--- config.mk ---
export PLATFORM = sky130hd
export DESIGN_NAME = pipe_chain
export DESIGN_NICKNAME = d
export VERILOG_FILES = /design/src/rtl/pipe_chain.sv
export SDC_FILE = /design/constraint.sdc
export NUM_CORES = 1
export LEC_CHECK = 0
export ABC_AREA = 1
export CELL_PAD_IN_SITES_DETAIL_PLACEMENT = 1
export CELL_PAD_IN_SITES_GLOBAL_PLACEMENT = 1
export CORE_MARGIN = 2
export CORE_UTILIZATION = 30
export CTS_CLUSTER_SIZE = 20
export DETAILED_ROUTE_END_ITERATION = 6
export PLACE_DENSITY = 0.61
export SLEW_MARGIN = 20
export SYNTH_ARGS = -nofsm -noshare
export SYNTH_HDL_FRONTEND = slang
export SYNTH_SLANG_ARGS = --single-unit
--- constraint.sdc ---
create_clock -name clk -period 3.4 [get_ports clk]
set_clock_uncertainty 0.05 [all_clocks]
set_input_delay 1.02 -clock clk [delete_from_list [all_inputs] [get_ports clk]]
set_output_delay 1.02 -clock clk [all_outputs]
set_load 0.1 [all_outputs]
--- src/rtl/pipe_chain.sv ---
// Elastic DEPTH-stage payload chain with per-stage valid/ready handshakes, bubble collapse and youngest-stage flush.
// Optional PIPE_CHAIN_STATS_EN adds saturating stall_cnt and kill_cnt outputs.
`timescale 1ns/1ps
module pipe_chain #(
  parameter int WIDTH = 32,
  parameter int DEPTH = 5,
  parameter int IDXW  = $clog2(DEPTH),
  parameter int OCCW  = $clog2(DEPTH + 1)
) (
  input  logic             clk,
  input  logic             rst,
  input  logic             in_valid,
  output logic             in_ready,
  input  logic [WIDTH-1:0] in_data,
  output logic             out_valid,
  input  logic             out_ready,
  output logic [WIDTH-1:0] out_data,
  input  logic             flush,
  input  logic [IDXW-1:0]  flush_upto,
  output logic [DEPTH-1:0] stage_valid,
  output logic [OCCW-1:0]  occupancy
`ifdef PIPE_CHAIN_STATS_EN
  ,
  output logic [31:0]      stall_cnt,
  output logic [31:0]      kill_cnt
`endif
);

  localparam logic [IDXW-1:0] LAST_IDX = IDXW'(DEPTH - 1);

  logic [DEPTH-1:0] valid_q, valid_d;
  logic [WIDTH-1:0] data_q [DEPTH];
  logic [WIDTH-1:0] data_d [DEPTH];
  logic [OCCW-1:0]  occupancy_q, occupancy_d;

  logic [IDXW-1:0]  fu;
  logic [DEPTH-1:0] kill_m, ev, rdy, recv, send;
  logic             in_ev;
  logic             chain;

  always_comb begin
    fu     = (flush_upto > LAST_IDX) ? LAST_IDX : flush_upto;
    kill_m = '0;
    ev     = '0;
    rdy    = '0;
    recv   = '0;
    send   = '0;
    for (int k = 0; k < DEPTH; k++) begin
      kill_m[k] = flush && (IDXW'(k) <= fu);
      ev[k]     = valid_q[k] & ~kill_m[k];
    end
    in_ev = in_valid & ~flush;

    // Ready ripples back from the output so a full chain restarts in one cycle.
    chain          = ~ev[DEPTH-1] | out_ready;
    rdy[DEPTH-1]   = chain;
    for (int k = DEPTH - 2; k >= 0; k--) begin
      chain  = ~ev[k] | chain;
      rdy[k] = chain;
    end

    recv[0] = in_ev & rdy[0];
    for (int k = 1; k < DEPTH; k++) begin
      recv[k]   = ev[k-1] & rdy[k];
      send[k-1] = recv[k];
    end
    // The output register transfers on the raw valid, even if it is being flushed.
    send[DEPTH-1] = valid_q[DEPTH-1] & out_ready;

    occupancy_d = '0;
    for (int k = 0; k < DEPTH; k++) begin
      valid_d[k]  = recv[k] | (ev[k] & ~send[k]);
      occupancy_d = occupancy_d + OCCW'(valid_d[k]);
    end

    data_d[0] = recv[0] ? in_data : data_q[0];
    for (int k = 1; k < DEPTH; k++) begin
      data_d[k] = recv[k] ? data_q[k-1] : data_q[k];
    end
  end

  always_ff @(posedge clk) begin
    if (rst) begin
      valid_q     <= '0;
      occupancy_q <= '0;
      for (int k = 0; k < DEPTH; k++) begin
        data_q[k] <= '0;
      end
    end else begin
      valid_q     <= valid_d;
      occupancy_q <= occupancy_d;
      for (int k = 0; k < DEPTH; k++) begin
        data_q[k] <= data_d[k];
      end
    end
  end

  assign in_ready    = rdy[0];
  assign out_valid   = valid_q[DEPTH-1];
  assign out_data    = data_q[DEPTH-1];
  assign stage_valid = valid_q;
  assign occupancy   = occupancy_q;

`ifdef PIPE_CHAIN_STATS_EN
  logic [31:0] stall_cnt_q, stall_cnt_d;
  logic [31:0] kill_cnt_q, kill_cnt_d;
  logic [7:0]  kills;
  logic [32:0] kill_sum;

  always_comb begin
    stall_cnt_d = stall_cnt_q;
    if (valid_q[DEPTH-1] && !out_ready && (stall_cnt_q != 32'hFFFF_FFFF)) begin
      stall_cnt_d = stall_cnt_q + 32'd1;
    end

    // A flushed output entry that still hands off is a transfer, not a kill.
    kills = 8'(in_valid & flush & rdy[0]);
    for (int k = 0; k < DEPTH; k++) begin
      kills = kills + 8'(valid_q[k] & kill_m[k]);
    end
    kills = kills - 8'(send[DEPTH-1] & kill_m[DEPTH-1]);

    kill_sum   = {1'b0, kill_cnt_q} + 33'(kills);
    kill_cnt_d = kill_sum[32] ? 32'hFFFF_FFFF : kill_sum[31:0];
  end

  always_ff @(posedge clk) begin
    if (rst) begin
      stall_cnt_q <= '0;
      kill_cnt_q  <= '0;
    end else begin
      stall_cnt_q <= stall_cnt_d;
      kill_cnt_q  <= kill_cnt_d;
    end
  end

  assign stall_cnt = stall_cnt_q;
  assign kill_cnt  = kill_cnt_q;
`endif

endmodule

After elaboration in Yosys (flattened, before gate mapping)
Memory sizes are Yosys's and may differ from the RTL's. Index checks and enable logic that the tools add are counted.

$add $sub $neg: 4. Magnitude comparators: 6. Muxes and demuxes: 14. Bitwise logic cells: 48. Reduce and logical (&&, ||, !) cells: 5.

Operators by type and width (count): 2-to-1 mux 32 bit (10); bitwise AND 1 bit (17); NOT 1 bit (16); bitwise OR 1 bit (15); adder 3 x 1 -> 3 bit (2); less-or-equal comparator 1 x 3 -> 1 bit, first input constant (2); less-or-equal comparator 2 x 3 -> 1 bit, first input constant (2); logical AND 1 bit (5); adder 2 x 1 -> 3 bit (1); > comparator 3 bit, second input constant (1); less-or-equal comparator 3 bit, first input constant (1); 2-to-1 mux 1 bit (3); 2-to-1 mux 3 bit (1); adder 1 x 1 -> 2 bit (1).

Register bits after elaboration: 8. Memory bits (writable): 160. Input port bits: 40. Word-level logic and storage cells: 80. Memories kept: 1.

Memory list: data_q (words 5, width 32, rd ports 5, clocked after Yosys merged registers in 0, wr ports 5, RTL line 32) `logic [WIDTH-1:0] data_q [DEPTH];`.

Logic depth before layout (Yosys ltp)
Gate-level depths: netlist (run 1).

Depth in word-level cells: 19. Depth in mapped cells: 11.

Worst setup path before layout (run 1)
OpenSTA, ideal clock, no wires.

Path type: register to register. Start point: register valid_q[4] (netlist: stage_valid[4]). End point: register occupancy_q[1] (netlist: occupancy[1]). Arrival time: 3.063 ns. Path slack: 0.171 ns. Stages on the path, launching flop included: 12. Buffers on the path: 0. Clock period less this slack: 3.229 ns. Path through: dfxtp_1 inv_1 nor2_2 nand4_2 nor2_1 a21oi_1 fa_1 inv_1 fa_1 ha_1 inv_1 nor2_1.

Cells in the longest elaborated chain, start to end: 14.

Ends and longest elaborated chain: start: declaration (RTL line 31) `logic [DEPTH-1:0] valid_q, valid_d;`; start signal: assignment (RTL line 90) `valid_q <= valid_d;`; bitwise AND 1 bit (RTL line 50) `ev[k] = valid_q[k] & ~kill_m[k];`; NOT 1 bit (RTL line 55) `chain = ~ev[DEPTH-1] | out_ready;`; bitwise OR 1 bit (RTL line 55); bitwise OR 1 bit (3 in series) (RTL line 58) `chain = ~ev[k] | chain;`; bitwise AND 1 bit (RTL line 64) `recv[k] = ev[k-1] & rdy[k];`; NOT 1 bit (RTL line 72) `valid_d[k] = recv[k] | (ev[k] & ~send[k]);`; bitwise AND 1 bit (RTL line 72); bitwise OR 1 bit (RTL line 72); adder 1 x 1 -> 2 bit (RTL line 73) `occupancy_d = occupancy_d + OCCW'(valid_d[k]);`; adder 2 x 1 -> 3 bit (RTL line 73); adder 3 x 1 -> 3 bit (RTL line 73); adder 3 x 1 -> 3 bit (*) (RTL line 73); via occupancy_d[1] (RTL line 34) `logic [OCCW-1:0] occupancy_q, occupancy_d;`; end signal: assignment (RTL line 91) `occupancy_q <= occupancy_d;`; end: declaration (RTL line 34).

Mark *: on every way through the listed nets, which the timed path passes. The rest lies on a longest branch. A chain may end at the register's enable or synchronous reset.

Worst setup path in the final report (run 1)
Start point: input port flush_upto[1]. End point: output port in_ready.

Cells in the longest elaborated chain, start to end: 12.

Ends and longest elaborated chain: start: declaration (RTL line 19) `input logic [IDXW-1:0] flush_upto,`; > comparator 3 bit (RTL line 42) `fu = (flush_upto > LAST_IDX) ? LAST_IDX : flush_upto;`; 2-to-1 mux 3 bit (*) (RTL line 42); less-or-equal comparator 3 bit (RTL line 49) `kill_m[k] = flush && (IDXW'(k) <= fu);`; logical AND 1 bit (RTL line 49); NOT 1 bit (RTL line 50); bitwise AND 1 bit (RTL line 50); NOT 1 bit (RTL line 55); bitwise OR 1 bit (RTL line 55); bitwise OR 1 bit (3 in series) (RTL line 58); bitwise OR 1 bit (*) (RTL line 58); end: declaration (RTL line 13) `output logic in_ready,`.

Every way passes the cells marked *; elsewhere a longest branch is shown, timed or not.

==> results by group, run 1 <==
Setup path
  – Reg2reg end: occupancy[1]
  – Reg2reg path depth: 12
  – Worst Setup End Kind: output pin
  – Critical path's largest stage delay: 0.44 ns
  – Crit path arrival time: 2.24 ns
  – Crit Path Max Fanout: 3
  – Crit path cell chain: clkdlybuf4s50_1 > o21ai_2 > buf_4 > nand2_2 > nor2_4 > nand3_4 > buf_12
  – CP top delay family: buffers and inverters
  – RR Startpoint: stage_valid[4]
  – CP startpoint kind: primary input
  – Critical Path RT: 2.33 ns
  – Setup slack, reg-to-reg: 0.82 ns
  – Crit Path Category: in2out
  – Slowest cell on crit path: clkdlybuf4s50_1
  – CP bufs+invs: 3

STA
  – Final worst-path cycle share: 97.3%
  – Relative slew slack: 48.7%
  – Final Hold Fails: 0
  – Worst Slack Setup Final: 0.0934 ns
  – Final min period: 3.31 ns
  – Setup violations, final: 0
  – Worst Tran Pin Value: 0.770 ns
  – Worst hold slack: 0.393 ns
  – Fin. max-slew vios: 0
  – RSZ-0062 raised after global routing: no
  – Peak Freq: 302 MHz

Yosys
  – Synth Area in Adders: 0.792%
  – Synth Net Count: 899
  – Post-synth cell types: 22
  – Synth warn: 0
  – Xor/xnor share of the synthesized area: 0%
  – Synth Area in Compound Gates: 15.1%
  – Mapped Avg Cell Area: 7.75 um^2
  – Synth Area in Simple Gates: 20.5%
  – Register area share after synthesis: 50.7%
  – Largest family of logic cells by synthesized area: simple AND/OR/NAND/NOR gates
  – Gate Count Post-Synth: 856
  – Fraction of synthesized area in multiplexers: 0%
  – Syn Std Cell Area: 0.00664 mm^2
  – Register bit total from synthesis: 168

Global routing
  – Initial antenna violation count: 0
  – Busiest layer in global routing: met1
  – Vias in the first global route: 4811
  – Total GRT Usage: 12.3%
  – GR Layer Usage met1: 18.2%
  – Global Route met3 Usage: 2.65%
  – Met2 global-route usage: 17.2%
  – Largest net degree at the start of global routing: 97
  – Grt ovf: 0
  – First-pass GRT wire length: 24000 um

Placed design
  – DP Worst Slack: -0.271 ns
  – RePlAce Congestion: 0.676
  – Placement Cell Area: 0.00739 mm^2
  – DP Cell Count: 1154
  – I/O Buffers: 81
  – Detail Placement HPWL: 9090 um

Power
  – Peak VDD IR: 0.287 mV
  – Power Total: 4380 uW
  – PD cells: 543 mW/mm^2
  – Leakage: 0.00328 uW

Clock network
  – CTS tree: yes
  – Clock Latency Late Sink: 0.42 ns
  – Num CTS Buffers: 17
  – H-Tree Depth: 4
  – Clock buffer depth: 2
  – CTS Sinks: 168
  – Reg clk slew, reported paths: 0.06 ns
  – CTS root buffer: clkbuf_16
  – CTS Hold Buffers Added: 0

Cells and area
  – Most frequent cells in the layout: nor2_1 (233), dfxtp_1 (168), o21ai_0 (124), inv_1 (78), buf_4 (69)
  – Final std cells w/o fill: 1188
  – Final design instance area without fill: 0.00808 mm^2
  – Area grow syn2layout: 21.7%
  – Nets: 939
  – ANT cells: 0
  – Layout cells sized above 1: 15.1%
  – Commonest non-fill, non-tap cell in the layout: nor2_1

Min path
  – Hold Crit Endpoint: data_q[0][131]
  – Cells on Worst Hold Path: 2
  – Hold/Removal Path Class: reg2reg
  – HP Start: data_q[0][131]

Drt
  – Drt pass-1 iters: 4
  – Final WL: 13800 um
  – Starting DRC count in detailed routing: 307
  – Vias/cell: 4.17
  – Antenna Nets Post-Route: 0
  – Vias: 4956
  – # DRC: 0
  – WL/cell: 11.6 um

Floorplanning
  – # IOs: 82
  – Die ar.: 0.0233 mm^2
  – Starting Density: 30.5%
  – Chip width: 153 um
  – Core ar.: 0.0218 mm^2
  – Num rows: 54
  – Die height: 153 um

Run status
  – Status: completed

Job
  – MaxCap Viol Count: 0
layer usage:
metal | wire length [um] | vias up | share of wire, %
li1 | - | 2749 | -
met1 | 7870 | 2122 | 57
met2 | 5260 | 70 | 38
met3 | 404 | 15 | 2.9
met4 | 236 | 0 | 1.7
met5 | 0 | - | 0
logic make-up after synthesis:
family,count (synthesis)
AND/OR/NAND/NOR,317
flip-flops,168
AO/OA/AOI/OAI,198
adder cells (fa/ha/maj),3
buffers and inverters,170
sequential cells by signal, summed over array words and instances, names as in the netlist:
name         cells
data_q         160
stage_valid      5
occupancy        3
cell type report:
cell class	instances	area [um^2]
inverters	80	303
flip-flops and latches	168	3360
clock inverters	13	204
well taps	280	350
clock buffers	18	429
fillers	2663	13700
repair buffers	111	970
multi-input cells	518	2460
where the power goes:
part | internal, uW | switching, uW
Combinational | 115 | 153
Sequential | 2020 | 23.6
Clock | 1300 | 778
Total | 3430 | 954
worst register-to-register path: stages, from the launching register on:
cell and delay (ns):
dfxtp_1 0.35, inv_1 0.06, nor2_2 0.12, buf_4 0.13
nand4_2 0.11, nor2_1 0.17, a21oi_1 0.14, fa_1 0.56
inv_1 0.05, fa_1 0.36, ha_1 0.28, inv_1 0.05
nor2_1 0.03
stage by stage:
step           setup TNS, ns  utilization (%)
2_1_floorplan              0                -
3_3_place_gp          -0.447             34.0
3_5_place_dp          -0.749             34.0
4_1_cts                    0             37.0
5_1_grt                    0             37.1
6_report                   0             37.1
how the worst max path moves through the flow:
stage / start / endpoint / slack [ns] / cells past startpoint
after global routing: flush_upto[1] / in_ready / 0.02 / 7
after global placement: flush / occupancy[1] / -0.20 / 12
after floorplan: stage_valid[4] / occupancy[1] / 0.17 / 11
after detailed placement: flush / occupancy[1] / -0.27 / 12
after CTS: flush_upto[1] / in_ready / 0.003 / 7
final: flush_upto[1] / in_ready / 0.09 / 7
Yosys cell counts:
library cell,count,area [um^2]
inv_1,79,297
clkbuf_2,2,10.0
buf_4,40,300
nor2_2,3,18.8
dfxtp_1,168,3360
buf_1,5,18.8
o21ai_0,124,621
a21oi_1,67,335
clkbuf_1,20,75.1
nand3_1,14,70.1
nand4_2,1,12.5
fa_1,2,40.0
nand3_2,22,220
o21ai_2,2,17.5
buf_2,17,85.1
o21ai_1,4,20.0
inv_2,1,3.75
nor2_1,235,882
a21oi_2,1,8.76
ha_1,1,12.5
buf_6,6,67.6
nand2_1,42,158
what timing repair did:
item	in CTS	in global routing
setup endpoints to repair	1	1
gates resized for setup	5	3
pin swaps	1	5
setup buffers	1	2
No activity file was read; power rests on OpenSTA's default activity.
==> run 2, diff against run 1 <==
- RECOVER_POWER: not set -> 100
==> run 2 against run 1 <==
Effect of this change: sequential power barely moved; count of clock-buffer cells in the layout did not move; design area fell by 3.1%; non-clock buffer count did not move; sequential share of layout area rose by 1.3 points; wire length rose by 0.26%; setup slack improved by 0.0023 ns; combinational power fell by 3%; sequential cell count did not move; register-to-register slack got worse by 0.03 ns; total power fell by 0.25%; clock power barely moved; critical path type unchanged; largest cell class unchanged.
==> results by group, run 2 (synthesis results as in run 1) <==
Drt
  – Antenna Nets Post-Route: 0 (unchanged)
  – Final WL: 13800 um (+0.26%)
  – Drt pass-1 iters: 4 (unchanged)
  – WL/cell: 11.6 um (+0.26%)
  – # DRC: 0 (unchanged)
  – Vias/cell: 4.18 (+0.28%)
  – Vias: 4970 (+0.28%)
  – Starting DRC count in detailed routing: 315 (+2.6%)

Placed design
  – I/O Buffers: 81 (unchanged)
  – DP Worst Slack: -0.271 ns (unchanged)
  – RePlAce Congestion: 0.676 (unchanged)
  – Detail Placement HPWL: 9090 um (unchanged)

Setup path
  – Crit Path Category: in2out
  – Worst Setup End Kind: output pin
  – Critical Path RT: 2.33 ns (about the same)
  – Setup slack, reg-to-reg: 0.79 ns (-0.03 ns)
  – Crit Path Max Fanout: 3 (unchanged)
  – CP startpoint kind: primary input
  – Crit path arrival time: 2.23 ns (about the same)

Floorplanning
  – Die ar.: 0.0233 mm^2 (unchanged)
  – Die height: 153 um (unchanged)
  – # IOs: 82 (unchanged)
  – Chip width: 153 um (unchanged)
  – Starting Density: 30.5% (unchanged)
  – Core ar.: 0.0218 mm^2 (unchanged)
  – Num rows: 54 (unchanged)

Clock network
  – Reg clk slew, reported paths: 0.06 ns (about the same)
  – CTS Sinks: 168 (unchanged)
  – Clock buffer depth: 2 (unchanged)
  – CTS tree: yes
  – CTS root buffer: clkbuf_16
  – Clock Latency Late Sink: 0.42 ns (about the same)
  – H-Tree Depth: 4 (unchanged)
  – CTS Hold Buffers Added: 0 (unchanged)
  – Num CTS Buffers: 17 (unchanged)

Cells and area
  – Commonest non-fill, non-tap cell in the layout: nor2_1
  – Max reg flops: 160 (unchanged)
  – Multi-input gate area: 0.00240 mm^2 (-2.5%)
  – Register area: 0.00336 mm^2 (unchanged)
  – Most frequent cells in the layout: nor2_1 (234), dfxtp_1 (168), o21ai_0 (124), inv_1 (78), a21oi_1 (67)
  – Nets: 939 (unchanged)
  – Fill cells: 2673 (+0.38%)
  – Area grow syn2layout: 17.9%
  – Largest reg by FF count: data_q
  – ANT cells: 0 (unchanged)
  – Final core occ: 36.0% (-1.2 points)
  – Layout cells sized above 1: 8.70% (-6.4 points)

STA
  – RSZ-0062 raised after global routing: no
  – Final Hold Fails: 0 (unchanged)
  – Worst hold slack: 0.392 ns (-0.00101 ns)
  – Final worst-path cycle share: 97.2% (about the same)
  – Relative slew slack: 18.1% (-31 points)
  – Worst Slack Setup Final: 0.0958 ns (+0.00231 ns)
  – Fin. max-slew vios: 0 (unchanged)
  – Final min period: 3.30 ns (-0.00231 ns)
  – Setup violations, final: 0 (unchanged)
  – Peak Freq: 303 MHz (about the same)
  – Worst Tran Pin Value: 1.23 ns (+0.459 ns)
  – Setup TNS: 0 ns (unchanged)

Job
  – MaxCap Viol Count: 0 (unchanged)

Global routing
  – Total GRT Usage: 12.3% (unchanged)
  – First-pass GRT wire length: 24000 um (unchanged)
  – Grt ovf: 0 (unchanged)
  – Largest net degree at the start of global routing: 97 (unchanged)
  – Initial antenna violation count: 0 (unchanged)
  – Vias in the first global route: 4811 (unchanged)

Power
  – Power Total: 4370 uW (-0.25%)
  – Leakage: 0.00307 uW (-6.3%)
  – PD cells: 559 mW/mm^2 (+3.0%)
  – Peak VDD IR: 0.287 mV (about the same)

Run status
  – Status: completed

Min path
  – Hold/Removal Path Class: reg2reg
run 2: critical path: stages:
cell and delay, ns:
clkdlybuf4s50_1 0.44, o21ai_2 0.16, buf_4 0.14, nand2_2 0.07
nor2_4 0.11, nand3_4 0.11, buf_12 0.18
run 2: final timing paths:
check,start,to,cells past startpoint
worst max-delay path,flush_upto[1],in_ready,7
worst max register to register,stage_valid[4],occupancy[1],13
worst min register to register,data_q[0][131],data_q[0][131],2
worst min-delay path,data_q[0][131],data_q[0][131],2
run 2: layout make-up:
type / count / area share (%)
Clock buffer: 18 / 5.48
Clock inverter: 13 / 2.61
Inverter: 80 / 3.87
Multi-Input combinational cell: 518 / 30.6
Sequential cell: 168 / 43.0
Tap cell: 280 / 4.48
Timing Repair Buffer: 111 / 9.98
run 2: stage by stage:
step                cell area, um^2  instances
global placement               7390       1154
finish                         7830       1188
CTS                            8050       1186
detailed placement             7390       1154
floorplan                      6640        856
global route                   7830       1188
run 2: report_power, final:
part           internal [uW]  total, uW  leakage, uW  switching [uW]
Clock                   1300       2070     0.000309             774
Combinational            111        261      0.00140             150
Sequential              2020       2040      0.00136            23.5
run 2: what timing repair did:
| action | in CTS | in global routing |
|---|---|---|
| gates resized for setup | 5 | 3 |
| buffers inserted | 1 | 2 |
| pin swaps | 1 | 5 |
| setup endpoints to repair | 1 | 1 |
run 2: metal layers:
metal	up-vias	global-route usage [%]	wire, um
li1	2752	-	-
met1	2133	18.2	7860
met4	0	5.29	242
met5	-	0	0
met3	17	2.65	415
met2	68	17.2	5290
==> run 3, diff against run 2 <==
- GPL_TIMING_DRIVEN: not set -> 1
==> results of run 3 <==
No change in the layout: final DEF, timing and power equal those of run 2.
